**src/rtl/game_state_ctrl.sv**
```systemverilog
// Top-level game sequencer: screen-select flags, lives/level tracking, continue and final countdowns.
// Optional pause support is built in when GAME_PAUSE_EN is defined.
module game_state_ctrl #(
  parameter int LIVES_INIT      = 3,
  parameter int NUM_LEVELS      = 4,
  parameter int CONTINUE_FRAMES = 600,
  parameter int FINAL_FRAMES    = 300,
  localparam int CMAX = (CONTINUE_FRAMES > FINAL_FRAMES) ? CONTINUE_FRAMES : FINAL_FRAMES,
  localparam int CW   = $clog2(CMAX + 1)
) (
  input  logic          clk_i,
  input  logic          rst_i,
  input  logic          start_btn_i,
  input  logic          pause_btn_i,
  input  logic          frame_tick_i,
  input  logic          player_hit_i,
  input  logic          level_clear_i,
  output logic          is_menu_o,
  output logic          is_playing_o,
  output logic          is_continue_o,
  output logic          is_final_o,
  output logic          paused_o,
  output logic          game_reset_o,
  output logic          win_o,
  output logic [2:0]    lives_o,
  output logic [3:0]    level_o,
  output logic [CW-1:0] countdown_o
);

  typedef enum logic [2:0] {
    S_MENU     = 3'd0,
    S_PLAYING  = 3'd1,
    S_CONTINUE = 3'd2,
    S_FINAL    = 3'd3
`ifdef GAME_PAUSE_EN
    , S_PAUSED = 3'd4
`endif
  } state_t;

  state_t        state_q, state_d;
  logic [2:0]    lives_d;
  logic [3:0]    level_d;
  logic [CW-1:0] cnt_d;
  logic          win_d, grst_d;
  logic          start_prev;
  logic          start_rise;

  assign start_rise = start_btn_i & ~start_prev;

`ifdef GAME_PAUSE_EN
  logic pause_prev;
  logic pause_rise;
  assign pause_rise = pause_btn_i & ~pause_prev;
  always_ff @(posedge clk_i) begin
    if (rst_i) pause_prev <= 1'b1;
    else       pause_prev <= pause_btn_i;
  end
`else
  logic unused_pause;
  assign unused_pause = pause_btn_i;
`endif

  always_comb begin
    state_d = state_q;
    lives_d = lives_o;
    level_d = level_o;
    cnt_d   = countdown_o;
    win_d   = win_o;
    grst_d  = 1'b0;
    case (state_q)
      S_MENU: begin
        if (start_rise) begin
          state_d = S_PLAYING;
          lives_d = 3'(LIVES_INIT);
          level_d = '0;
          cnt_d   = '0;
          win_d   = 1'b0;
          grst_d  = 1'b1;
        end
      end
      S_PLAYING: begin
        // A level clear swallows a same-cycle hit; any event swallows a pause press.
        if (level_clear_i) begin
          if (level_o == 4'(NUM_LEVELS - 1)) begin
            state_d = S_FINAL;
            win_d   = 1'b1;
            cnt_d   = CW'(FINAL_FRAMES);
          end else begin
            level_d = level_o + 4'd1;
          end
        end else if (player_hit_i) begin
          if (lives_o <= 3'd1) begin
            state_d = S_CONTINUE;
            lives_d = '0;
            cnt_d   = CW'(CONTINUE_FRAMES);
          end else begin
            lives_d = lives_o - 3'd1;
          end
        end
`ifdef GAME_PAUSE_EN
        else if (pause_rise) begin
          state_d = S_PAUSED;
        end
`endif
      end
`ifdef GAME_PAUSE_EN
      S_PAUSED: begin
        if (pause_rise) state_d = S_PLAYING;
      end
`endif
      S_CONTINUE: begin
        if (start_rise) begin
          state_d = S_PLAYING;
          lives_d = 3'(LIVES_INIT);
          cnt_d   = '0;
          grst_d  = 1'b1;
        end else if (frame_tick_i) begin
          if (countdown_o <= CW'(1)) begin
            state_d = S_FINAL;
            win_d   = 1'b0;
            cnt_d   = CW'(FINAL_FRAMES);
          end else begin
            cnt_d = countdown_o - CW'(1);
          end
        end
      end
      S_FINAL: begin
        if (start_rise || (frame_tick_i && countdown_o <= CW'(1))) begin
          state_d = S_MENU;
          lives_d = '0;
          level_d = '0;
          cnt_d   = '0;
          win_d   = 1'b0;
        end else if (frame_tick_i) begin
          cnt_d = countdown_o - CW'(1);
        end
      end
      default: begin
        state_d = S_MENU;
        lives_d = '0;
        level_d = '0;
        cnt_d   = '0;
        win_d   = 1'b0;
      end
    endcase
  end

  // Flags are decoded from the next state so they stay one-hot and land with the counters.
  always_ff @(posedge clk_i) begin
    if (rst_i) begin
      state_q       <= S_MENU;
      start_prev    <= 1'b1;
      is_menu_o     <= 1'b1;
      is_playing_o  <= 1'b0;
      is_continue_o <= 1'b0;
      is_final_o    <= 1'b0;
      paused_o      <= 1'b0;
      game_reset_o  <= 1'b0;
      win_o         <= 1'b0;
      lives_o       <= '0;
      level_o       <= '0;
      countdown_o   <= '0;
    end else begin
      state_q       <= state_d;
      start_prev    <= start_btn_i;
      is_menu_o     <= (state_d == S_MENU);
      is_continue_o <= (state_d == S_CONTINUE);
      is_final_o    <= (state_d == S_FINAL);
`ifdef GAME_PAUSE_EN
      is_playing_o  <= (state_d == S_PLAYING) || (state_d == S_PAUSED);
      paused_o      <= (state_d == S_PAUSED);
`else
      is_playing_o  <= (state_d == S_PLAYING);
      paused_o      <= 1'b0;
`endif
      game_reset_o  <= grst_d;
      win_o         <= win_d;
      lives_o       <= lives_d;
      level_o       <= level_d;
      countdown_o   <= cnt_d;
    end
  end

endmodule

```
**config.mk**
```make
export PLATFORM = sky130hd
export DESIGN_NAME = game_state_ctrl
export DESIGN_NICKNAME = d
export VERILOG_FILES = /design/src/rtl/game_state_ctrl.sv
export SDC_FILE = /design/constraint.sdc
export NUM_CORES = 1
export LEC_CHECK = 0
export ABC_AREA = 0
export CAP_MARGIN = 20
export CORE_ASPECT_RATIO = 1.5
export CORE_MARGIN = 2
export CORE_UTILIZATION = 50
export DETAILED_ROUTE_END_ITERATION = 8
export PLACE_DENSITY = 0.89
export SKIP_LAST_GASP = 1
export SYNTH_ARGS = -nofsm -noshare
export SYNTH_HDL_FRONTEND = slang
export SYNTH_SLANG_ARGS = --single-unit
```
**constraint.sdc**
```tcl
create_clock -name clk_i -period 2.2 [get_ports clk_i]
set_input_delay 0.22 -clock clk_i [delete_from_list [all_inputs] [get_ports clk_i]]
set_output_delay 0.22 -clock clk_i [all_outputs]
set_load 0.05 [all_outputs]
```
* Word-level counts from Yosys, hierarchy flattened
Index checks and enable logic that the tools add are counted.
Storage, ports and cells: register bits after elaboration 27, output and inout bits 24, logic and storage cells 94
Cells by class: $add $sub $neg 3, magnitude comparators 2, equality and inequality tests 23, mux-type cells 41, bitwise logic cells 4, reductions and logical operators 10
Operators by type and width (count):
- $mux 10 | 10
- $mux 3 | 14
- $pmux 10 s4 | 1
- $ne 2x2->1 const B | 10
- $mux 4 | 4
- $pmux 4 s4 | 1
- $ne 3x3->1 const B | 5
- $eq 3x2->1 const B | 4
- $pmux 3 s4 | 1
- $le 10x1->1 const B | 1
- $sub 10x1->10 const B | 1
- $pmux 3 s3 | 1
- $mux 1 | 8
- $reduce_and 7->1 | 1
- $eq 3x1->1 const B | 2
- $logic_not 3->1 | 2
- $reduce_and 6->1 | 1
- $reduce_and 5->1 | 1
- $add 4x1->4 const B | 1
- $eq 4x2->1 const B | 1
- $pmux 1 s4 | 1
- $reduce_and 4->1 | 1
- $reduce_or 2->1 | 2
- $le 3x1->1 const B | 1
- 6 further kinds | 8

* Logic depth before layout (Yosys ltp)
word-level depth 6, mapped depth 8

* Least setup slack after synthesis
No wires, ideal clock.
path kind reg-to-reg, from reg countdown_o[0], to reg countdown_o[4], arrival 2.131 ns, data required time 2.121 ns, slack -0.010 ns, stages on the path, launching flop included 8, buffers on the path 0, clock period less this slack 2.210 ns, cells stage by stage dfxtp_1 > inv_1 > ha_1 > nor2_1 > nor4_1 > nor4_1 > o21ai_0 > o211ai_1
On the way: word-level cells in the longest chain between the ends 5
RTL lines:
- from (decl) | line 27 | output logic [CW-1:0] countdown_o
- from (signal assigned) | line 180 | countdown_o <= cnt_d;
- $sub 10x1->10 / $le 10x1->1 (equally long branches)
- $mux 10 / $logic_and 1x1->1 (equally long branches) | line 118, 128
- $mux 10 / $logic_or 1x1->1 (equally long branches) | line 117, 128
- $mux 10, or another cell as far along | line 112 | if (start_rise) begin
- $pmux 10 s4 / $reduce_and 6->1 (equally long branches)
Parallel ways exist; a longest one is shown, timed or not. The select of a mux whose other input is x is not followed. A chain may end at the register's enable or synchronous reset.

* Final worst setup path
from reg countdown_o[9], to reg countdown_o[7]
On the way: word-level cells in the longest chain between the ends 5
RTL lines (line):
- $le 10x1->1 * | 118, 128
- $mux 10 / $logic_and 1x1->1 (equally long branches) | 118, 128
- $mux 10 / $logic_or 1x1->1 (equally long branches) | 117, 128
- $mux 10, or another cell as far along | 112
- $pmux 10 s4 / $reduce_and 6->1 (equally long branches)
Mark *: on every way between the ends. The rest lies on a longest branch, timed or not. The select of a mux whose other input is x is not followed.

==> out/results.ini <==
[clock_tree]
path_clk_slew_ns=0.09
cts-root-buf=clkbuf_8
h-tree-depth=1
cts_hold_buf=0
cts_buffer_depth=2
numCtsBuffers=3
cts.sinks=27
clock_latency_ns=0.28
cts_tree=built

[synthesis]
yosys_most_used_dff=dfxtp_1
synth.most_common_cell=dfxtp_1
synth_top_family_by_area=simple AND/OR/NAND/NOR gates
synth_compound_area_share_pct=20.9
synth.area.top_cells=dfxtp_1 33%, nand2_1 5.0%, nor3_1 4.0%, nor2_1 3.9%, ha_1 3.8%
ys_types=49
synth_edf_count=0
synth_top_area_cell=dfxtp_1
synth_xor_area_share_pct=2.14
async_flop_share_pct=0
synth_cells=204
yosysWarnings=0
ys_ff_latch=27
synth-adder-area-share_pct=3.82
synthMuxAreaShare_pct=1.22
synth_area_um2=1640
synthSimpleGateAreaFrac_pct=32.5
ys_seq_area_share_pct=33.0
synth_common_cells=27 x dfxtp_1, 22 x nand2_1, 17 x nor2_1, 13 x nor3_1, 11 x a21oi_1
yosysTopAreaCellShare_pct=33.0
avgSynthCellArea_um2=8.03

[final_layout]
fin_util_pct=66.9
nets=255
fillers=263
diodes=0
area_growth_pct=27.7
drive_gt1_share_pct=14.0
final_cell_count_no_fill=282
design_area_um2=2090

[route]
postRouteAntennaNets=0
wl_per_cell_um=15.2
first_pass_iters=5
drc_errors=0
num_vias=1703
routed_wl_um=4270
viasPerCell=6.04
dr.first_iter.drc_count=68

[placement]
place_hpwl_um=3100
place_congestion=0.914
postPlaceCellArea_um2=2020
port_buffers=28
preCtsSetupSlack_ns=-0.115
dp.cells=278

[critical_path]
required_ns=2.37
worstSetupPathType=register to register
crit_path_max_incr_delay_ns=0.73
crit_slowest_cell=nor4_1
critPathBufInv=0
cp_top_family=simple AND/OR/NAND/NOR gates
crit_arrival_ns=2.39
path_max_fanout=6
cp-end-kind=register
path_cells=or4_4, nor4_1, nor3_1, o21ai_0, a21oi_1
start_kind=register

[timing]
setup_tns_ns=-0.0218
maxSlewViolCount=0
relSlewSlack_pct=44.7
fin_crit_ns=2.22
final.setup.worst_slack_ns=-0.0218
holdWs_ns=0.512
skew_ns=0.00228
hold_viol=0
setup_viol=1
max_freq_ghz=0.450
rsz0062_at_grt=true
worst_pin_slew_ns=0.821
fin_crit_sh_pct=101

[die]
die-area_um2=3760
ios=31
initial_core_util_pct=52.4
die_x_um=50.7
die_h_um=74.1
rows=25
coreArea_um2=3130

[global_routing]
grt_overflow=0
grt_pass1_vias=1582
grt_pass1_wl_um=7100
grt.total_usage_pct=24.6
grt_start_max_net_pins=17
grt_antenna_before_repair=0

[pwr]
power_mw=0.912
power.density_nw_per_um2=436
leakagePower_nw=0.730
peakVddDrop_v=0.000482

[outcome]
failed_checks=negative setup slack
status=finished with violations

[run]
maxCapViolations=0

[worst_hold_path]
hp-class=register to register

## sequential cells by signal, summed over array words and instances (netlist names)
name           cells
countdown_o       10
level_o            4
lives_o            3
state_q            3
game_reset_o       1
is_continue_o      1
is_final_o         1
is_menu_o          1
is_playing_o       1
start_prev         1
win_o              1
## tightest hold or removal path, cell delays in order, from the launching register on
cell and delay, ns:
dfxtp_1 0.35, nand2_1 0.07, mux2i_1 0.06
## cell type report
| class | count | area [um2] | share of cell area (%) |
|---|---|---|---|
| Sequential cell | 27 | 542 | 25.9 |
| Tap cell | 40 | 50.0 | 2.39 |
| Timing Repair Buffer | 43 | 393 | 18.8 |
| Inverter | 8 | 30.0 | 1.44 |
| Clock inverter | 1 | 7.51 | 0.359 |
| Multi-Input combinational cell | 160 | 1030 | 49.2 |
| Clock buffer | 3 | 41.3 | 1.97 |
## path summary, 6_finish.rpt
kind / start / slack [ns] / to / depth (start not counted)
min: level_o[1] / 0.51 / level_o[1] / 2
min reg2reg: level_o[1] / 0.51 / level_o[1] / 2
max reg2reg: countdown_o[9] / -0.02 / countdown_o[7] / 5
max: countdown_o[9] / -0.02 / countdown_o[7] / 5
## timing repair
item                       4_1_cts  5_1_grt
setup buffers                    0        0
resized for setup                1        3
setup endpoints to repair        6        9
## routing by layer
layer | wire length, um | track usage, % | up-vias
li1 | - | - | 824
met1 | 1690 | 27.4 | 807
met2 | 2310 | 45.2 | 65
met3 | 180 | 3.41 | 7
met4 | 91 | 12.9 | 0
met5 | 0 | 0 | -
## placed cells by master (no fill, tap or decap), drive strengths merged, types with 2 or more instances in the layout
master         count
clkdlybuf4s50     28
dfxtp             27
nand2             22
nor2              17
buf               15
nor3              13
a21oi             11
o21ai             10
nor4               9
inv                8
nor3b              6
a211oi             6
nand2b             5
a31oi              5
ha                 5
o211ai             4
o22ai              4
or4                4
or2                3
nor2b              3
nand3              3
nand3b             3
clkbuf             3
o31a               2
xnor2              2
or3                2
xor2               2
nand4              2
mux2i              2
or3b               2
conb               2
## power breakdown
part	internal (mW)	switching [mW]
Clock	0.129	0.163
Combinational	0.0454	0.0765
Sequential	0.494	0.00402
Total	0.669	0.243
## cells by family after synthesis
logic type / after synthesis
multiplexers: 2
other: 1
adder cells (fa/ha/maj): 5
flip-flops: 27
XOR/XNOR: 4
buffers and inverters: 18
AO/OA/AOI/OAI: 51
AND/OR/NAND/NOR: 96
Power figures use the tool's default switching activity.
==> RTL edit 1: new RTL, same settings <==
Set the parameter `FINAL_FRAMES` to 600 (it was 300).
--- a/src/rtl/game_state_ctrl.sv
+++ b/src/rtl/game_state_ctrl.sv
@@ -5,5 +5,5 @@
   parameter int NUM_LEVELS      = 4,
   parameter int CONTINUE_FRAMES = 600,
-  parameter int FINAL_FRAMES    = 300,
+  parameter int FINAL_FRAMES    = 600,
   localparam int CMAX = (CONTINUE_FRAMES > FINAL_FRAMES) ? CONTINUE_FRAMES : FINAL_FRAMES,
   localparam int CW   = $clog2(CMAX + 1)
Behaviour: not the same (a bounded check fails within 10 cycles, from zero or initial values and one cycle with rst_i high).
==> RTL edit 1 against the unedited design <==
Core utilization increased by 1.8 points; wire length increased by 6.5%; sequential cell count unchanged; largest power group unchanged; power increased by 2.2%; worst setup slack improved by 140 ps; non-clock buffer count increased by 6; combinational power increased by 17%; hold slack got worse by 7.6 ps; final area increased by 3.8%; synthesized area increased by 2.0%.
==> RTL edit 1: results <==
metrics = {
    "run_status": {
        "status": "complete, no violations",
    },
    "final_layout": {
        "n_clock_buffer": 4,
        "layout.nonclk_buf_share_pct": 20.17,
        "final_nets": 262,
        "layout.area.seq_um2": 544.3,
        "layout-drive-gt1-share_pct": 16.87,
        "registers.top_by_ff_count": "countdown_o",
        "inv_count": 16,
        "n_all_buffers": 49,
        "multi_input_area_mm2": 0.001033,
        "nFillCells": 250,
        "multi_input_cells": 153,
        "clk_share_pct": 2.075,
    },
    "routing": {
        "routed_wl_mm": 4.550,
        "wl_met2_mm": 2.444,
        "via_per_inst": 6.111,
        "wl_met3_um": 202,
        "wl_met1_mm": 1.740,
        "wl_per_cell_um": 15.74,
        "drtIter0Drc": 81,
    },
    "power": {
        "internal_power_mw": 0.6845,
        "p_leak_nw": 0.8277,
        "pwr.group.clock_mw": 0.288,
        "p_seq_share_pct": 53.7,
        "ir_worst_vdd_v": 0.0003232,
    },
    "placed_design": {
        "dpl.cell_count": 285,
        "place_congestion": 0.9081,
        "place_area_mm2": 0.002126,
        "hpwl_mm": 3.394,
        "pre_cts_ws_ps": -109.8,
    },
    "clock_network": {
        "cts.root.buffer_cell": "clkbuf_8",
        "ctsResizeCount": 0,
    },
    "grt": {
        "grt_pass1_vias": 1699,
        "grt_max_degree": 15,
        "grt_pass1_wl_mm": 7.817,
        "grt_usage_pct": 26.78,
    },
    "synthesis": {
        "synthDominantCellAreaShare_pct": 32.36,
        "ys_types": 54,
        "ys_warn_count": 0,
        "synth_area_leaders": "dfxtp_1 32%, nor2_1 4.0%, ha_1 3.7%",
        "yosys-top-cells-count": "27 x dfxtp_1, 18 x nor2_1, 16 x inv_1",
        "ys_seq_area_share_pct": 32.36,
    },
    "critical_path": {
        "worstPathArrival_ps": 2300,
        "crit_fanout": 6,
    },
    "sta": {
        "finalClockSkew_ps": 4.550,
        "maxSlewHeadroom_pct": 66.30,
    },
}
RTL edit 1: changes by cell type after synthesis, moves of 4 or more:
cell | before | now
nor4_1 | 8 | 3
nand2_1 | 22 | 11
a21oi_1 | 11 | 7
nor3b_1 | 6 | 2
inv_1 | 8 | 16
clkbuf_1 | 2 | 6
o2bb2ai_1 | 0 | 5
RTL edit 1: per-layer routing:
metal / vias up / GRT usage [%]
li1: 847 / -
met1: 834 / 30.76
met2: 68 / 47.33
met3: 17 / 3.770
met4: 0 / 15.02
met5: - / 0
RTL edit 1: through the flow:
| stage | util (%) | power [mW] |
|---|---|---|
| floorplan | - | 0.6031 |
| global placement | 67.29 | 0.6491 |
| detailed placement | 67.29 | 0.6529 |
| CTS | 68.71 | 0.9333 |
| global route | 68.71 | 0.9775 |
| finish | 68.71 | 0.9324 |
RTL edit 1: critical path, stage by stage, from the launching register on:
cell and delay (ps):
dfxtp_2 350, inv_1 90, ha_1 180, o21bai_1 70, buf_4 170, nor4_4 420, o31ai_2 130, or4_1 480
a21oi_1 130
RTL edit 1: path summary, 6_finish.rpt:
path | depth (start not counted) | startpoint | end | slack [ps]
setup / recovery | 8 | countdown_o[1] | lives_o[2] | 120
hold reg to reg | 1 | countdown_o[0] | countdown_o[0] | 500
setup reg to reg | 8 | countdown_o[1] | lives_o[2] | 120
hold / removal | 1 | countdown_o[0] | countdown_o[0] | 500
RTL edit 1: cells by family after synthesis:
group | Yosys count | synth area share, %
mux | 2 | 1.199
buf+inv | 25 | 5.993
flops | 27 | 32.36
other cells | 1 | 0.2245
simple gates | 86 | 30.34
compound gates | 58 | 26.14
fa+ha+maj | 5 | 3.745
==> RTL edit 2: new RTL, same settings <==
Without the edit above. Encoding of `state_t`: now one-hot (4 bits for 4 states).
--- a/src/rtl/game_state_ctrl.sv
+++ b/src/rtl/game_state_ctrl.sv
@@ -28,9 +28,9 @@
 );
 
-  typedef enum logic [2:0] {
-    S_MENU     = 3'd0,
-    S_PLAYING  = 3'd1,
-    S_CONTINUE = 3'd2,
-    S_FINAL    = 3'd3
+  typedef enum logic [3:0] {
+    S_MENU     = 4'b0001,
+    S_PLAYING  = 4'b0010,
+    S_CONTINUE = 4'b0100,
+    S_FINAL    = 4'b1000
 `ifdef GAME_PAUSE_EN
     , S_PAUSED = 3'd4
Check against the original RTL: same outputs for any inputs over 10 cycles, from zero or initial values and one cycle with rst_i high; not proved beyond that.
==> RTL edit 2 against the unedited design <==
Wire length increased by 22%; power increased by 9.2%; largest power group unchanged; sequential power grew 4.6%; synthesized area up 9.2%; worst setup slack improved by 24 ps; sequential cell count increased by 1; final area rose by 19%.
==> RTL edit 2: results <==
metrics = {
    "grt": {
        "grt_pass1_vias": 1996,
        "use_met3_pct": 2.724,
        "grt_pass1_wl_mm": 8.549,
        "grt_use_met1_pct": 30.24,
        "grt_max_degree": 21,
        "grt_usage_pct": 27.07,
        "use_met2_pct": 47.63,
    },
    "final_layout": {
        "n_clock_buffer": 4,
        "multi_input_cells": 166,
        "inv_count": 6,
        "layout-drive-gt1-share_pct": 28.62,
        "final-instance-count-excl-fill": 318,
        "layout.area.seq_um2": 588.1,
        "n_all_buffers": 72,
        "nFillCells": 271,
        "multi_input_area_mm2": 0.001166,
        "layout.nonclk_buf_share_pct": 24.57,
        "reg_top3": "countdown_o x10, level_o x4, state_q x4",
        "clk_share_pct": 1.813,
        "final_nets": 289,
    },
    "routing": {
        "wl_met2_mm": 2.833,
        "firstDrtPassIters": 4,
        "wl_per_cell_um": 16.46,
        "wl_met1_mm": 1.995,
        "wl_met3_um": 261,
        "via_per_inst": 6.409,
        "drtIter0Drc": 113,
    },
    "synthesis": {
        "ys_types": 52,
        "synth_area_leaders": "dfxtp_1 31%, a21oi_1 5.0%, ha_1 3.5%",
        "netlist_area_mm2": 0.001789,
        "synthDominantCellAreaShare_pct": 31.33,
        "yosys-top-cells-count": "28 x dfxtp_1, 18 x a21oi_1, 12 x nor2_1",
        "ys_ff_latch": 28,
        "avgSynthCellArea_um2": 8.096,
        "synth_edf_count": 0,
        "ys_seq_area_share_pct": 31.33,
    },
    "placed_design": {
        "dpl.cell_count": 311,
        "hpwl_mm": 3.741,
        "place_congestion": 0.9333,
        "place_area_mm2": 0.002371,
        "pre_cts_ws_ps": -169.1,
    },
    "power": {
        "ir_worst_vdd_v": 0.0003483,
        "p_leak_nw": 0.9425,
        "p_per_area_mw_per_mm2": 400.9,
    },
    "clock_network": {
        "post_cts_buffers": 3,
        "htreeDepth": 1,
        "ctsResizeCount": 5,
        "clk_latency_ps": 270,
        "clk_path_buf_depth": 2,
    },
    "critical_path": {
        "worst_path_largest_cell_delay_ps": 450,
        "slowest_stage": "or4_1",
        "crit_fanout": 6,
        "worstPathArrival_ps": 2410,
        "r2r_setup_slack_ps": 3,
    },
    "floorplanning": {
        "fp.dieW_um": 52.84,
    },
    "sta": {
        "fmax_ghz": 0.4551,
        "hold_ws_ps": 487.4,
        "finalClockSkew_ps": 3.044,
        "worst_pin_slew_ps": 667.3,
    },
    "run_status": {
        "status": "complete, no violations",
    },
}
==> RTL edit 2: cell types whose count changed in the layout (fill, tap and decap cells not counted), moves of 5 or more <==
cell	change
buf_4	+29
dfxtp_1	-10
dfxtp_2	+6
dfxtp_4	+5
nand2_1	-11
nand4b_1	+6
nor2_1	-5
or4_1	+6
==> RTL edit 2: cell families after synthesis <==
group                      count (synthesis)  synth area share, %
muxes                                      3                1.678
and+or+nand+nor                           86                29.79
DFF                                       28                31.33
buffers and inverters                     27                6.573
other                                      1               0.2096
xor gates and xnor gates                   5                2.448
AOI/OAI and AO/OA                         66                24.48
adders and majority gates                  5                3.497
==> RTL edit 2: final timing paths <==
path / from / cells after the start / to
hold reg to reg: win_o / 2 / win_o
setup / recovery: countdown_o[6] / 7 / win_o
setup reg to reg: countdown_o[6] / 7 / win_o
hold / removal: win_o / 2 / win_o
==> RTL edit 2: power by group <==
part / internal [mW] / switching, mW
Sequential: 0.510 / 0.0114
Clock: 0.130 / 0.155
Combinational: 0.0792 / 0.110
